## config.mk

```make
export PLATFORM = sky130hd
export DESIGN_NAME = hazard_ctrl
export DESIGN_NICKNAME = d
export VERILOG_FILES = /design/src/rtl/hazard_ctrl_pkg.sv /design/src/rtl/hazard_ctrl_inst_usage.sv /design/src/rtl/hazard_ctrl.sv
export SDC_FILE = /design/constraint.sdc
export NUM_CORES = 1
export LEC_CHECK = 0
export ABC_AREA = 1
export CAP_MARGIN = 30
export CORE_AREA = 2 2 106 108
export DETAILED_ROUTE_END_ITERATION = 8
export DIE_AREA = 0 0 108 110
export SYNTH_ARGS = -nofsm -noshare
export SYNTH_HDL_FRONTEND = slang
export SYNTH_SLANG_ARGS = --single-unit
export TNS_END_PERCENT = 20
```

## constraint.sdc

```tcl
create_clock -name clk -period 7.9 [get_ports clk]
set_input_delay 1.975 -clock clk [delete_from_list [all_inputs] [get_ports clk]]
set_output_delay 1.975 -clock clk [all_outputs]
set_load 0.02 [all_outputs]
```

## src/rtl/hazard_ctrl_pkg.sv

```systemverilog
// Shared definitions for the hazard controller: opcodes, instruction field
// positions, scoreboard entry layout and FSM state encoding.
package hazard_ctrl_pkg;

  localparam int INST_W = 22;
  localparam int REG_W  = 6;

  localparam int OPC_HI = 21;
  localparam int OPC_LO = 18;
  localparam int RD_HI  = 17;
  localparam int RD_LO  = 12;
  localparam int RS_HI  = 11;
  localparam int RS_LO  = 6;
  localparam int RT_HI  = 5;
  localparam int RT_LO  = 0;

  localparam logic [3:0] OP_NOP  = 4'b0000;
  localparam logic [3:0] OP_ST   = 4'b0011;
  localparam logic [3:0] OP_ADD  = 4'b0100;
  localparam logic [3:0] OP_INC  = 4'b0101;
  localparam logic [3:0] OP_NEG  = 4'b0110;
  localparam logic [3:0] OP_SUB  = 4'b0111;
  localparam logic [3:0] OP_J    = 4'b1000;
  localparam logic [3:0] OP_BRZ  = 4'b1001;
  localparam logic [3:0] OP_JM   = 4'b1010;
  localparam logic [3:0] OP_BRN  = 4'b1011;
  localparam logic [3:0] OP_LD   = 4'b1110;
  localparam logic [3:0] OP_SVPC = 4'b1111;

  typedef enum logic [1:0] {
    ST_RUN   = 2'd0,
    ST_STALL = 2'd1,
    ST_FLUSH = 2'd2
  } state_t;

  typedef struct packed {
    logic             valid;
    logic [REG_W-1:0] rd;
  } sb_entry_t;

  typedef struct packed {
    logic writes_rd;
    logic reads_rs;
    logic reads_rt;
  } usage_t;

endpackage

```

## src/rtl/hazard_ctrl_inst_usage.sv

```systemverilog
// Opcode decoder: which register fields an instruction writes and reads.
module inst_usage
  import hazard_ctrl_pkg::*;
(
  input  logic [3:0] opcode,
  output usage_t     usage
);

  always_comb begin
    usage = '0;
    case (opcode)
      OP_SVPC:        usage.writes_rd = 1'b1;
      OP_LD, OP_INC, OP_NEG: begin
        usage.writes_rd = 1'b1;
        usage.reads_rs  = 1'b1;
      end
      OP_ADD, OP_SUB: begin
        usage.writes_rd = 1'b1;
        usage.reads_rs  = 1'b1;
        usage.reads_rt  = 1'b1;
      end
      OP_ST: begin
        usage.reads_rs = 1'b1;
        usage.reads_rt = 1'b1;
      end
      OP_J, OP_BRZ, OP_JM, OP_BRN: usage.reads_rs = 1'b1;
      OP_NOP:         usage = '0;
      default:        usage = '0;
    endcase
  end

endmodule

```

## src/rtl/hazard_ctrl.sv

```systemverilog
// Interlock controller for a forwarding-free pipeline: scoreboard-based RAW
// stall/bubble generation, taken-branch flush and saturating event counters.
module hazard_ctrl
  import hazard_ctrl_pkg::*;
#(
  parameter int SAT_W = 16
) (
  input  logic              clk,
  input  logic              rst,
  input  logic [INST_W-1:0] inst_id,
  input  logic              id_valid,
  input  logic              branch_taken,
  output logic              stall,
  output logic              bubble,
  output logic              flush,
  output logic [SAT_W-1:0]  stall_cnt,
  output logic [SAT_W-1:0]  flush_cnt
);

  logic [3:0]       opcode;
  logic [REG_W-1:0] rd;
  logic [REG_W-1:0] rs;
  logic [REG_W-1:0] rt;
  usage_t           usage;

  sb_entry_t sb_p0;
  sb_entry_t sb_p1;
  sb_entry_t sb_p2;
  sb_entry_t sb_new;

  logic   rs_busy;
  logic   rt_busy;
  logic   raw;
  state_t state_q;
  state_t state_d;

  function automatic logic [SAT_W-1:0] sat_inc(input logic [SAT_W-1:0] v);
    return (&v) ? v : v + {{(SAT_W-1){1'b0}}, 1'b1};
  endfunction

  function automatic logic sb_hit(input sb_entry_t e, input logic [REG_W-1:0] r);
    return e.valid && (e.rd == r);
  endfunction

  assign opcode = inst_id[OPC_HI:OPC_LO];
  assign rd     = inst_id[RD_HI:RD_LO];
  assign rs     = inst_id[RS_HI:RS_LO];
  assign rt     = inst_id[RT_HI:RT_LO];

  inst_usage u_inst_usage (
    .opcode (opcode),
    .usage  (usage)
  );

  assign rs_busy = sb_hit(sb_p0, rs) | sb_hit(sb_p1, rs) | sb_hit(sb_p2, rs);
  assign rt_busy = sb_hit(sb_p0, rt) | sb_hit(sb_p1, rt) | sb_hit(sb_p2, rt);
  assign raw     = id_valid & ((usage.reads_rs & rs_busy) | (usage.reads_rt & rt_busy));

  // Reset forces all control outputs low without waiting for a clock edge.
  assign flush  = branch_taken & ~rst;
  assign stall  = raw & ~branch_taken & ~rst;
  assign bubble = stall;

  assign sb_new.valid = id_valid & usage.writes_rd & ~stall & ~flush;
  assign sb_new.rd    = rd;

  // Scoreboard: p0 = EX, p1 = MEM, p2 = WB. A taken branch squashes the
  // younger instruction in EX, so it never reaches MEM; the older MEM entry
  // still retires into WB.
  always_ff @(posedge clk or posedge rst) begin
    if (rst) begin
      sb_p0 <= '0;
      sb_p1 <= '0;
      sb_p2 <= '0;
    end else begin
      sb_p0 <= sb_new;
      sb_p1 <= flush ? '0 : sb_p0;
      sb_p2 <= sb_p1;
    end
  end

  always_ff @(posedge clk or posedge rst) begin
    if (rst) begin
      stall_cnt <= '0;
      flush_cnt <= '0;
    end else begin
      if (stall) stall_cnt <= sat_inc(stall_cnt);
      if (flush) flush_cnt <= sat_inc(flush_cnt);
    end
  end

  always_ff @(posedge clk or posedge rst) begin
    if (rst) state_q <= ST_RUN;
    else     state_q <= state_d;
  end

  always_comb begin
    state_d = state_q;
    case (state_q)
      ST_RUN:   if (stall)  state_d = ST_STALL;
      ST_STALL: if (!stall) state_d = ST_RUN;
      ST_FLUSH: state_d = stall ? ST_STALL : ST_RUN;
      default:  state_d = ST_RUN;
    endcase
    if (branch_taken) state_d = ST_FLUSH;
  end

endmodule
```

# After elaboration in Yosys (flattened, before gate mapping)

Cells that the tools add are included.

Bits in registers: 53
Word-level logic and storage cells: 64
Input bits: 26

Reductions and logical operators: 13
Bitwise logic cells: 20
Equality and inequality tests: 17
Add/subtract/negate cells: 2
Muxes and demuxes: 4

Operator list:

| operator                | count |
|---|---|
| $eq A6 B6 Y1            | 6 |
| $add A16 B1 Y16 const B | 2 |
| $reduce_and A16 Y1      | 2 |
| $eq A4 B4 Y1 const B    | 6 |
| $eq A4 B3 Y1 const B    | 4 |
| $reduce_or A10 Y1       | 1 |
| $and A1 B1 Y1           | 9 |
| $mux W7                 | 1 |
| $logic_and A1 B1 Y1     | 6 |
| $not A1 Y1              | 6 |
| $reduce_or A6 Y1        | 1 |
| $or A1 B1 Y1            | 5 |
| $eq A4 B2 Y1 const B    | 1 |
| $reduce_and A2 Y1       | 2 |
| $mux W1                 | 3 |
| $reduce_or A3 Y1        | 1 |

# Logic depth before layout (Yosys ltp)

Gate-level depths: netlist of run 1.

Depth after elaboration: 12
Mapped depth: 14
Depth with buffers taken out: 13

# Hierarchy

Synthesis of run 1 repeated with hierarchy kept, for this count alone.

Cell total of the unflattened synthesis: 423
Area total of the unflattened synthesis: 3,174.3 um2

By module, submodules not included:

| module      | instances | seq. area each (um2) | cells an instance | area each (um2) |
|---|---|---|---|---|
| hazard_ctrl | 1         | 1,326.3              | 408               | 3,113.0 |
| inst_usage  | 1         | 0.0                  | 15                | 61.3 |

# Worst setup path after synthesis of run 1

OpenSTA, ideal clock, no wires.

Kind: input -> output
From: in rst
To: out flush
Path slack: 2.390 ns
Required time: 5.925 ns
Arrival time: 3.535 ns
Stages: 3
Path through: inv_1 > nand2_1 > clkinv_1

Longest elaborated chain between the ends: 2

RTL lines:

| what            | RTL line          | RTL |
|---|---|---|
| start, declared | hazard_ctrl.sv:9  | `input logic rst,` |
| $not A1 Y1      | hazard_ctrl.sv:60 | `assign flush = branch_taken & ~rst;` |
| $and A1 B1 Y1   | hazard_ctrl.sv:60 |  |
| end, declared   | hazard_ctrl.sv:15 | `output logic flush,` |

No other way between the ends.

# Worst setup path in the final report of run 1

From: in inst_id[1]
To: out stall

Longest elaborated chain between the ends: 9

RTL lines:

| what                           | RTL line          | RTL |
|---|---|---|
| start, declared                | hazard_ctrl.sv:10 | `input logic [INST_W-1:0] inst_id,` |
| $eq A6 B6 Y1                   | hazard_ctrl.sv:42 | `return e.valid && (e.rd == r);` |
| $logic_and A1 B1 Y1            | hazard_ctrl.sv:42 |  |
| $or A1 B1 Y1                   | hazard_ctrl.sv:56 | `assign rt_busy = sb_hit(sb_p0, rt) \| sb_hit(sb_p1, rt) \| sb_hit(sb_p2, rt);` |
| $or A1 B1 Y1 (*)               | hazard_ctrl.sv:56 |  |
| $and A1 B1 Y1 (*)              | hazard_ctrl.sv:57 | `assign raw = id_valid & ((usage.reads_rs & rs_busy) \| (usage.reads_rt & rt_busy));` |
| $or A1 B1 Y1 (*)               | hazard_ctrl.sv:57 |  |
| $and A1 B1 Y1 (*)              | hazard_ctrl.sv:57 |  |
| $and A1 B1 Y1 (*) (2 in a row) | hazard_ctrl.sv:61 | `assign stall = raw & ~branch_taken & ~rst;` |
| end, declared                  | hazard_ctrl.sv:13 | `output logic stall,` |

Every way passes the cells marked *; elsewhere a longest branch is shown, timed or not.

==> results.md, run 1 <==
- Ys flop type: dfrtp_1
- Post-layout util: between 30% and 40%
- IO Port Bufs: 60
- Syn Area/Cell: between 7 and 8 um^2
- Cell-internal power: ~450 uW
- Max VDD drop: 0.0000988 V
- Combinational power share: ~22%
- Crit Path Category: primary input to primary output
- Yosys cell types: 32
- CTS tree: built
- Via density: 4.57
- Setup TNS: 0 ns
- Fin area: 0.00401 mm^2
- Layout cell share with drive strength beyond 1: a little under a tenth
- Syn nets: 448
- Reg power frac: around half
- Row count: 38
- Largest area contributor in the netlist: dfrtp_1
- Top post-synthesis cells by area: dfrtp_1, nand2_1, xor2_1
- Starting density of the core: between 20% and 30%
- Die Y: 110 um
- Switching Power: about 200 uW
- Post-synth EDFFs: 0
- Nets: around 500
- Total Wirelength: 7.74 mm
- Crit end category: primary output
- Pin count of the biggest net entering global routing: 54
- Async S/R FF share, synth: 100%
- Crit-path cells: clkdlybuf4s50_1 > inv_2 > nand2_1 > nand2_1 > inv_1 > nand2_1 > nor2_1 > nand2_1 > nand3_2 > nand2_2 > a21boi_0 > clkdlybuf4s50_1
- Top Family by Delay on Critical Path: buffers and inverters
- DRC violations left: 0
- Setup violators final: 0
- Seq cells post-synth: 53
- Number of diodes: 0
- Crit path top cell by count: nand2_1
- Slew Viols, Final: 0
- Layout area overhead: 27.5%
- Synthesized cell area: ~0.0031 mm^2
- Ys Warns: 0
- Vias: 2857
- Commonest non-fill, non-tap cell in the layout: nand2_1
- Starting DRT DRC Count: 100
- RSZ-0062 raised after global routing: false
- Detail-routed net length per standard cell: ~12 um
- Most frequent cells in the layout: nand2_1, clkdlybuf4s50_1, dfrtp_1
- H-tree depth: 2
- Initial antenna violation count: 0
- MaxCap Viol Count: 0
- Core area: around 0.011 mm^2
- Worst EP arrival: ~4.2 ns
- Hold_buf cts: 0
- DIE AREA: approximately 0.012 mm^2
- Cells after DPL: about 600
- Leak: 1.92 nW
- CP Buf/Inv Count: 4
- Clk network pwr share: between 20% and 30%
- Post-DP HPWL: approximately 5.7 mm
- Seq/Total Area, Yosys: 42.1%
- Clk_lat worst skew: 0.30 ns
- Clk slew on worst S/H paths: about 0.10 ns
- Non-filler cells, final: 625
- Gpl congestion: just under 0.9
- Top-area cell type share of the netlist area: between 40% and 50%
- Final hold violations: 0
- Global Route met1 Usage: between 10% and 20%
- GRT Util Overall: about 14%
- Tcrit/Tclk final: between 70% and 80%
- Slew headroom: ~54%
- Synth Instances: 420
- Post-CTS Resized: 0
- Vias in the first global route: between 2000 and 3000
- Fmax: around 0.16 GHz
- Clock buffer depth: 2
- CP Launch Type: primary input
- Boundary Pins: 61
- Pwr per Cell Area: 163 mW/mm^2
- Clk sinks: 53
- Grt peak-use layer: met2
- Clock Skew: 0.00628 ns
- Status: complete, no violations
- ANT nets after route: 0
- Post-CTS setup buffers: 0
- Switching share of power: 30.4%
- FILL cells: roughly 1100
- CTS Buf Count: 5
- Met3 usage in global routing: approximately 3.1%
- Drt first pass iters: 4
- Clk root buf: clkbuf_8
- WP data required: 5.93 ns
- DP Area: just under 0.004 mm^2
- Worst-margin pin slew: between 0.6 and 0.7 ns
- Critical-path top delay cell: clkdlybuf4s50_1
- Period minus WS final: just over 6 ns
- GRT overflow: 0
- First-pass GRT wire length: between 10 and 15 mm
- Die Span X: 108 um
- Crit-path max FO: 4
- Min-delay worst type: flop to flop
- Grt met2 use: between 20% and 30%
- CP max stage delay: approximately 0.7 ns
-- sequential cells by signal (all words and copies together), names as in the netlist --
name / cells
flush_cnt: 16
stall_cnt: 16
sb_p0: 7
sb_p1: 7
sb_p2: 7
-- power by group through the flow --
stage	clock network [mW]	registers (mW)	logic, mW
final	0.190	0.318	0.146
after global routing	0.208	0.324	0.162
after CTS	0.200	0.319	0.149
after detailed placement	0	0.324	0.148
after global placement	0	0.324	0.147
after floorplan	0	0.340	0.0624
-- metal layers --
layer	vias up	routed length (um)
met5	-	0
met4	0	147
met3	14	319
met2	59	3780
met1	1346	3500
li1	1438	-
-- synth_stat cells (2+ instances only) --
cell type and n:
nand2_1 131, dfrtp_1 53, inv_1 50, nor2_1 41, nand4_1 23, xor2_1 22, nand3_1 19, nand2_2 14
inv_2 10, nor3_1 10, xnor2_1 10, a21oi_1 6, o21ai_0 4, o22ai_1 4, clkinv_1 3, buf_2 2
ha_1 2, nor3_2 2
-- stage by stage --
step	worst slack [ns]	power, mW	hold slack, ns
floorplan	2.39	0.402	0.354
global route	1.52	0.694	0.393
detailed placement	1.66	0.472	0.369
global placement	1.68	0.470	0.370
CTS	1.66	0.668	0.380
finish	1.70	0.654	0.387
-- cells by family (layout without fill, tap and decap cells) --
group,count (synthesis),count (layout),share of synthesized area [%]
adder cells (fa/ha/maj),2,2,0.795
flip-flops,53,53,42.1
XOR/XNOR,32,32,8.91
AO/OA/AOI/OAI,16,16,2.78
AND/OR/NAND/NOR,249,249,36.7
buffers and inverters,68,133,8.67
-- worst paths after layout --
check / startpoint / to / slack, ns / cells after the start
worst min-delay path: sb_p1[6]$_DFF_PP0_ / sb_p2[6]$_DFF_PP0_ / 0.39 / 0
worst max-delay path: inst_id[1] / stall / 1.70 / 12
min in group asynchronous: rst / sb_p0[0]$_DFF_PP0_ / 2.24 / 3
worst min register to register: sb_p1[6]$_DFF_PP0_ / sb_p2[6]$_DFF_PP0_ / 0.39 / 0
worst max register to register: stall_cnt[0]$_DFFE_PP0P_ / stall_cnt[14]$_DFFE_PP0P_ / 5.96 / 7
max in group asynchronous: rst / stall_cnt[7]$_DFFE_PP0P_ / 5.21 / 3
-- worst reg2reg max path: cells and delay by family, from the launching register on --
kind / cells / cell delay, ns
simple gates: 6 / 1.21
flops: 1 / 0.43
fa+ha+maj: 1 / 0.23
-- final cells by class --
type | count | area (um^2) | area share [%]
Multi-Input combinational cell | 299 | 1550 | 38.6
Sequential cell | 53 | 1330 | 33.1
Timing Repair Buffer | 62 | 616 | 15.3
Inverter | 63 | 236 | 5.89
Tap cell | 140 | 175 | 4.37
Clock buffer | 6 | 72.6 | 1.81
Clock inverter | 2 | 38.8 | 0.967
(Power assumes the default switching activity.)
==> run 2: changes to the inputs <==
==> constraint.sdc (replaced) <==
create_clock -name clk -period 5.88 [get_ports clk]
set_input_delay 1.47 -clock clk [delete_from_list [all_inputs] [get_ports clk]]
set_output_delay 1.47 -clock clk [all_outputs]
set_load 0.02 [all_outputs]
==> results.md, run 2 (same netlist as run 1, synthesis figures left out) <==
- Status: complete, no violations
- Boundary Pins: between 60 and 70
- Vias: roughly 2800
- DP Area: ~0.0039 mm^2
- Switching share of power: a little under a third
- Vias in the first global route: ~2800
- First-pass GRT wire length: between 10 and 15 mm
- Min-delay worst type: flop to flop
- Setup violators final: 0
- Clk_lat worst skew: around 0.31 ns
- Cell-internal power: 611 uW
- CTS tree: built
- Clk network pwr share: between 20% and 30%
- WHS: 0.379 ns
- WP data required: around 4.4 ns
- Gpl congestion: a little under 0.9
- Worst EP arrival: approximately 3.7 ns
- Drt first pass iters: 4
- Biggest regs: flush_cnt x16, stall_cnt x16
- Period minus WS final: ~5.2 ns
- Tcrit/Tclk final: 88.5%
- MaxCap Viol Count: 0
- Leak: a little under 2 nW
- Combinational power share: between 20% and 30%
- Starting DRT DRC Count: 97
- Die Y: 110 um
- Fin area: about 0.0040 mm^2
- Post-DP HPWL: 5.76 mm
- Die Span X: 108 um
- Detail-routed net length per standard cell: between 10 and 15 um
- CP Launch Type: primary input
- DIE AREA: 0.0119 mm^2
- Clock Skew: around 0.0094 ns
- Via density: between 4 and 5
- Commonest non-fill, non-tap cell in the layout: nand2_1
- Max VDD drop: roughly 0.00015 V
- Post-CTS Resized: 0
- Slew headroom: a little over half
- Hold_buf cts: 0
- Crit Path Category: primary input to primary output
- Switching Power: approximately 270 uW
- Clk root buf: clkbuf_8
- Crit-path max FO: 4
- DRC violations left: 0
- Clk slew on worst S/H paths: approximately 0.10 ns
- Clk sinks: between 50 and 60
- Crit end category: primary output
- Number of diodes: 0
- Layout area overhead: 27.5%
- Initial antenna violation count: 0
- Core area: 0.0107 mm^2
- IO Port Bufs: 60
- CTS Buf Count: 5
- Clock buffer depth: 2
- Most frequent cells in the layout: nand2_1, clkdlybuf4s50_1, dfrtp_1
- H-tree depth: 2
- Reg power frac: between 40% and 50%
- RSZ-0062 raised after global routing: false
- Final hold violations: 0
- Post-CTS setup buffers: 0
- Pwr per Cell Area: around 220 mW/mm^2
- GRT overflow: 0
- Worst-margin pin slew: between 0.6 and 0.7 ns
- Fmax: roughly 0.19 GHz
- Total Wirelength: slightly below 8 mm
- Slew Viols, Final: 0
- Nets: approximately 510
- Row count: 38
- Starting density of the core: 29.4%
- Layout cell share with drive strength beyond 1: under 10%
- Pin count of the biggest net entering global routing: 54
- ANT nets after route: 0
- GRT Util Overall: between 10 and 15%
- Setup TNS: 0 ns
run 2: cell counts in the layout (fill, tap and decap cells not counted):
No cell type changed its count.
run 2: path summary, 6_finish.rpt:
path	depth (start not counted)	to	slack, ns	startpoint
worst max-delay path	9	stall	0.68	inst_id[8]
worst min register to register	0	sb_p2[6]$_DFF_PP0_	0.38	sb_p1[6]$_DFF_PP0_
min in group asynchronous	3	sb_p1[5]$_DFF_PP0_	1.73	rst
worst max register to register	7	stall_cnt[10]$_DFFE_PP0P_	3.95	stall_cnt[0]$_DFFE_PP0P_
max in group asynchronous	3	stall_cnt[7]$_DFFE_PP0P_	3.71	rst
worst min-delay path	0	sb_p2[6]$_DFF_PP0_	0.38	sb_p1[6]$_DFF_PP0_
run 2: layout make-up:
| type | instances | area [um^2] |
|---|---|---|
| inverter | 63 | 236 |
| sequential | 53 | 1330 |
| multi-input combinational | 299 | 1550 |
| tap | 140 | 175 |
| clock buffer | 6 | 72.6 |
| fill | 1150 | 6690 |
| timing repair buffer | 62 | 616 |
| clock inverter | 2 | 38.8 |
run 2: routing by layer:
metal	GRT usage (%)	up-vias	wire length (um)
met5	0	-	0
met4	3.39	0	71
met3	3.12	6	351
met2	23.9	58	3860
met1	17.8	1308	3480
li1	-	1446	-
run 2: worst max-delay path, stage by stage:
cell and delay, ns:
clkdlybuf4s50_1 0.49, xnor2_1 0.24, nand2_1 0.10, nor2_1 0.11, nand2_1 0.06, nand3_1 0.09
nand2_2 0.08, a21boi_0 0.40, clkdlybuf4s50_1 0.70
run 2: power by group through the flow:
stage	sequential [mW]	combinational (mW)	clock, mW
finish	0.428	0.196	0.255
global route	0.435	0.217	0.278
CTS	0.428	0.199	0.266
detailed placement	0.435	0.198	0
global placement	0.435	0.197	0
floorplan	0.456	0.0838	0
run 2: metrics by stage:
stage | cells | total power [mW] | utilization, % | setup WS, ns
2_1_floorplan | 420 | 0.540 | - | 1.38
3_3_place_gp | 617 | 0.631 | 36.5 | 0.669
3_5_place_dp | 617 | 0.634 | 36.5 | 0.627
4_1_cts | 625 | 0.894 | 37.5 | 0.627
5_1_grt | 625 | 0.930 | 37.5 | 0.512
6_report | 625 | 0.879 | 37.5 | 0.676
==> run 3: changes to the inputs <==
--- a/config.mk
+++ b/config.mk
@@ -12,5 +12,6 @@
 export DIE_AREA = 0 0 108 110
 export SYNTH_ARGS = -nofsm -noshare
 export SYNTH_HDL_FRONTEND = slang
+export SYNTH_HIERARCHICAL = 1
 export SYNTH_SLANG_ARGS = --single-unit
 export TNS_END_PERCENT = 20
==> results.md, run 3 <==
- CTS Buf Count: 5
- Synth Instances: between 400 and 500
- Async S/R FF share, synth: 100%
- Detail-routed net length per standard cell: ~13 um
- Vias in the first global route: 2807
- Syn Area/Cell: roughly 7.5 um^2
- Setup violators final: 0
- Clk_lat worst skew: 0.30 ns
- Most frequent cells in the layout: nand2_1, clkdlybuf4s50_1, dfrtp_1
- Leak: around 1.9 nW
- Die Y: 110 um
- Pwr per Cell Area: ~210 mW/mm^2
- Top post-synthesis cells by area: dfrtp_1, nand2_1, inv_1
- Fin area: roughly 0.0040 mm^2
- Clk slew on worst S/H paths: about 0.080 ns
- First-pass GRT wire length: between 10 and 15 mm
- Row count: 38
- CP Launch Type: primary input
- H-tree depth: 2
- Layout cell share with drive strength beyond 1: around 7.0%
- Status: complete, no violations
- Boundary Pins: a little over 60
- R2R depth: 7
- Gpl congestion: between 0.8 and 0.9
- Nets: a little over 500
- GRT overflow: 0
- Ys flop type: dfrtp_1
- Clk root buf: clkbuf_8
- Tcrit/Tclk final: 87.9%
- Setup crit start: inst_id[5]
- Crit Path Category: primary input to primary output
- Setup TNS: 0 ns
- Number of diodes: 0
- DRC violations left: 0
- Largest area contributor in the netlist: dfrtp_1
- Total Wirelength: a little under 8 mm
- Starting density of the core: ~30%
- Final hold violations: 0
- ANT nets after route: 0
- Most frequent cell after synthesis: nand2_1
- Crit end category: primary output
- Post-CTS setup buffers: 0
- DIE AREA: approximately 0.012 mm^2
- Yosys cell types: 33
- Pin count of the biggest net entering global routing: 54
- Drt first pass iters: 4
- Fmax: approximately 0.19 GHz
- DP Area: between 0.003 and 0.004 mm^2
- Hold Startpoint: sb_p1[6]$_DFF_PP0_
- R2r startpoint: stall_cnt[0]$_DFFE_PP0P_
- Period minus WS final: 5.17 ns
- Ys Warns: 6
- Slew headroom: roughly 55%
- MaxCap Viol Count: 0
- Clock buffer depth: 2
- Starting DRT DRC Count: approximately 140
- Hold_buf cts: 0
- Post-DP HPWL: roughly 5.9 mm
- IO Port Bufs: 60
- Cells after DPL: 619
- Min-delay worst type: flop to flop
- CTS tree: built
- Top-area cell type share of the netlist area: 41.8%
- Commonest non-fill, non-tap cell in the layout: nand2_1
- Layout area overhead: 26.9%
- Biggest regs: flush_cnt x16, stall_cnt x16
- DP Worst Slack: 0.705 ns
- Max VDD drop: approximately 0.00014 V
- Seq/Total Area, Yosys: roughly two fifths
- Worst-margin pin slew: a little under 0.7 ns
- Synth cell count leaders: nand2_1, dfrtp_1, inv_1
- Synthesized cell area: 0.00317 mm^2
- Core area: about 0.011 mm^2
- Via density: ~4.6
- Non-filler cells, final: approximately 630
- Initial antenna violation count: 0
- Worst EP arrival: between 3 and 4 ns
- Syn nets: roughly 450
- Post-synth EDFFs: 0
- Seq cells post-synth: 53
- Vias: between 2000 and 3000
- Clock Skew: between 0.008 and 0.009 ns
- GRT Util Overall: between 10% and 20%
- FILL cells: 1114
- Final worst slack: between 0.7 and 0.8 ns
- WP data required: between 4 and 5 ns
- RSZ-0062 raised after global routing: false
- Post-CTS Resized: 0
- Die Span X: roughly 110 um
- Slew Viols, Final: 0
- Crit-path max FO: 5
- Hold path cells: 0
- Clk sinks: 53
run 3: through the flow:
stage	power [mW]	utilization, %	hold WS [ns]
detailed placement	0.625	36.7	0.382
finish	0.856	37.7	0.397
CTS	0.875	37.7	0.402
floorplan	0.538	-	0.354
global route	0.913	37.7	0.418
global placement	0.624	36.7	0.368
run 3: cells by family after synthesis:
| kind of cell | share of synthesized area, % |
|---|---|
| buffers and inverters | 8.00 |
| AO/OA/AOI/OAI | 2.72 |
| multiplexers | 0.355 |
| flip-flops | 41.8 |
| AND/OR/NAND/NOR | 36.4 |
| adder cells (fa/ha/maj) | 0.788 |
| XOR/XNOR | 9.93 |
run 3: final timing paths:
check	end	slack, ns
worst max-delay path	stall	0.71
worst min-delay path	sb_p2[6]$_DFF_PP0_	0.40
worst max register to register	stall_cnt[11]$_DFFE_PP0P_	3.96
worst min register to register	sb_p2[6]$_DFF_PP0_	0.40
max in group asynchronous	sb_p2[5]$_DFF_PP0_	3.67
min in group asynchronous	stall_cnt[6]$_DFFE_PP0P_	1.75
run 3: cell type report:
type	instances	area, um^2	share of cell area [%]
inverters	57	214	5.31
flip-flops and latches	53	1330	32.9
repair buffers	62	616	15.3
clock buffers	5	68.8	1.71
well taps	140	175	4.35
multi-input cells	307	1590	39.6
clock inverters	2	35.0	0.870
run 3: layer usage:
metal	vias up	GRT usage [%]	wire length [um]
li1	1455	-	-
met1	1356	17.6	3520
met2	61	22.9	3770
met3	14	2.82	337
met4	0	4.67	204
met5	-	0	0
run 3: power by group:
| part | total (mW) | switching, mW | internal (mW) |
|---|---|---|---|
| registers | 0.434 | 0.0422 | 0.392 |
| logic | 0.182 | 0.0970 | 0.0852 |
| clock network | 0.240 | 0.116 | 0.124 |
| total | 0.856 | 0.256 | 0.601 |
run 3: critical path, cell delays in order:
cell and delay [ns]:
clkdlybuf4s50_1 0.61, inv_2 0.06, a21oi_1 0.12, nand2_1 0.07, nor2_1 0.09, nand2_1 0.06
nand3_1 0.14, nand2_2 0.09, a21boi_0 0.31, clkdlybuf4s50_1 0.68
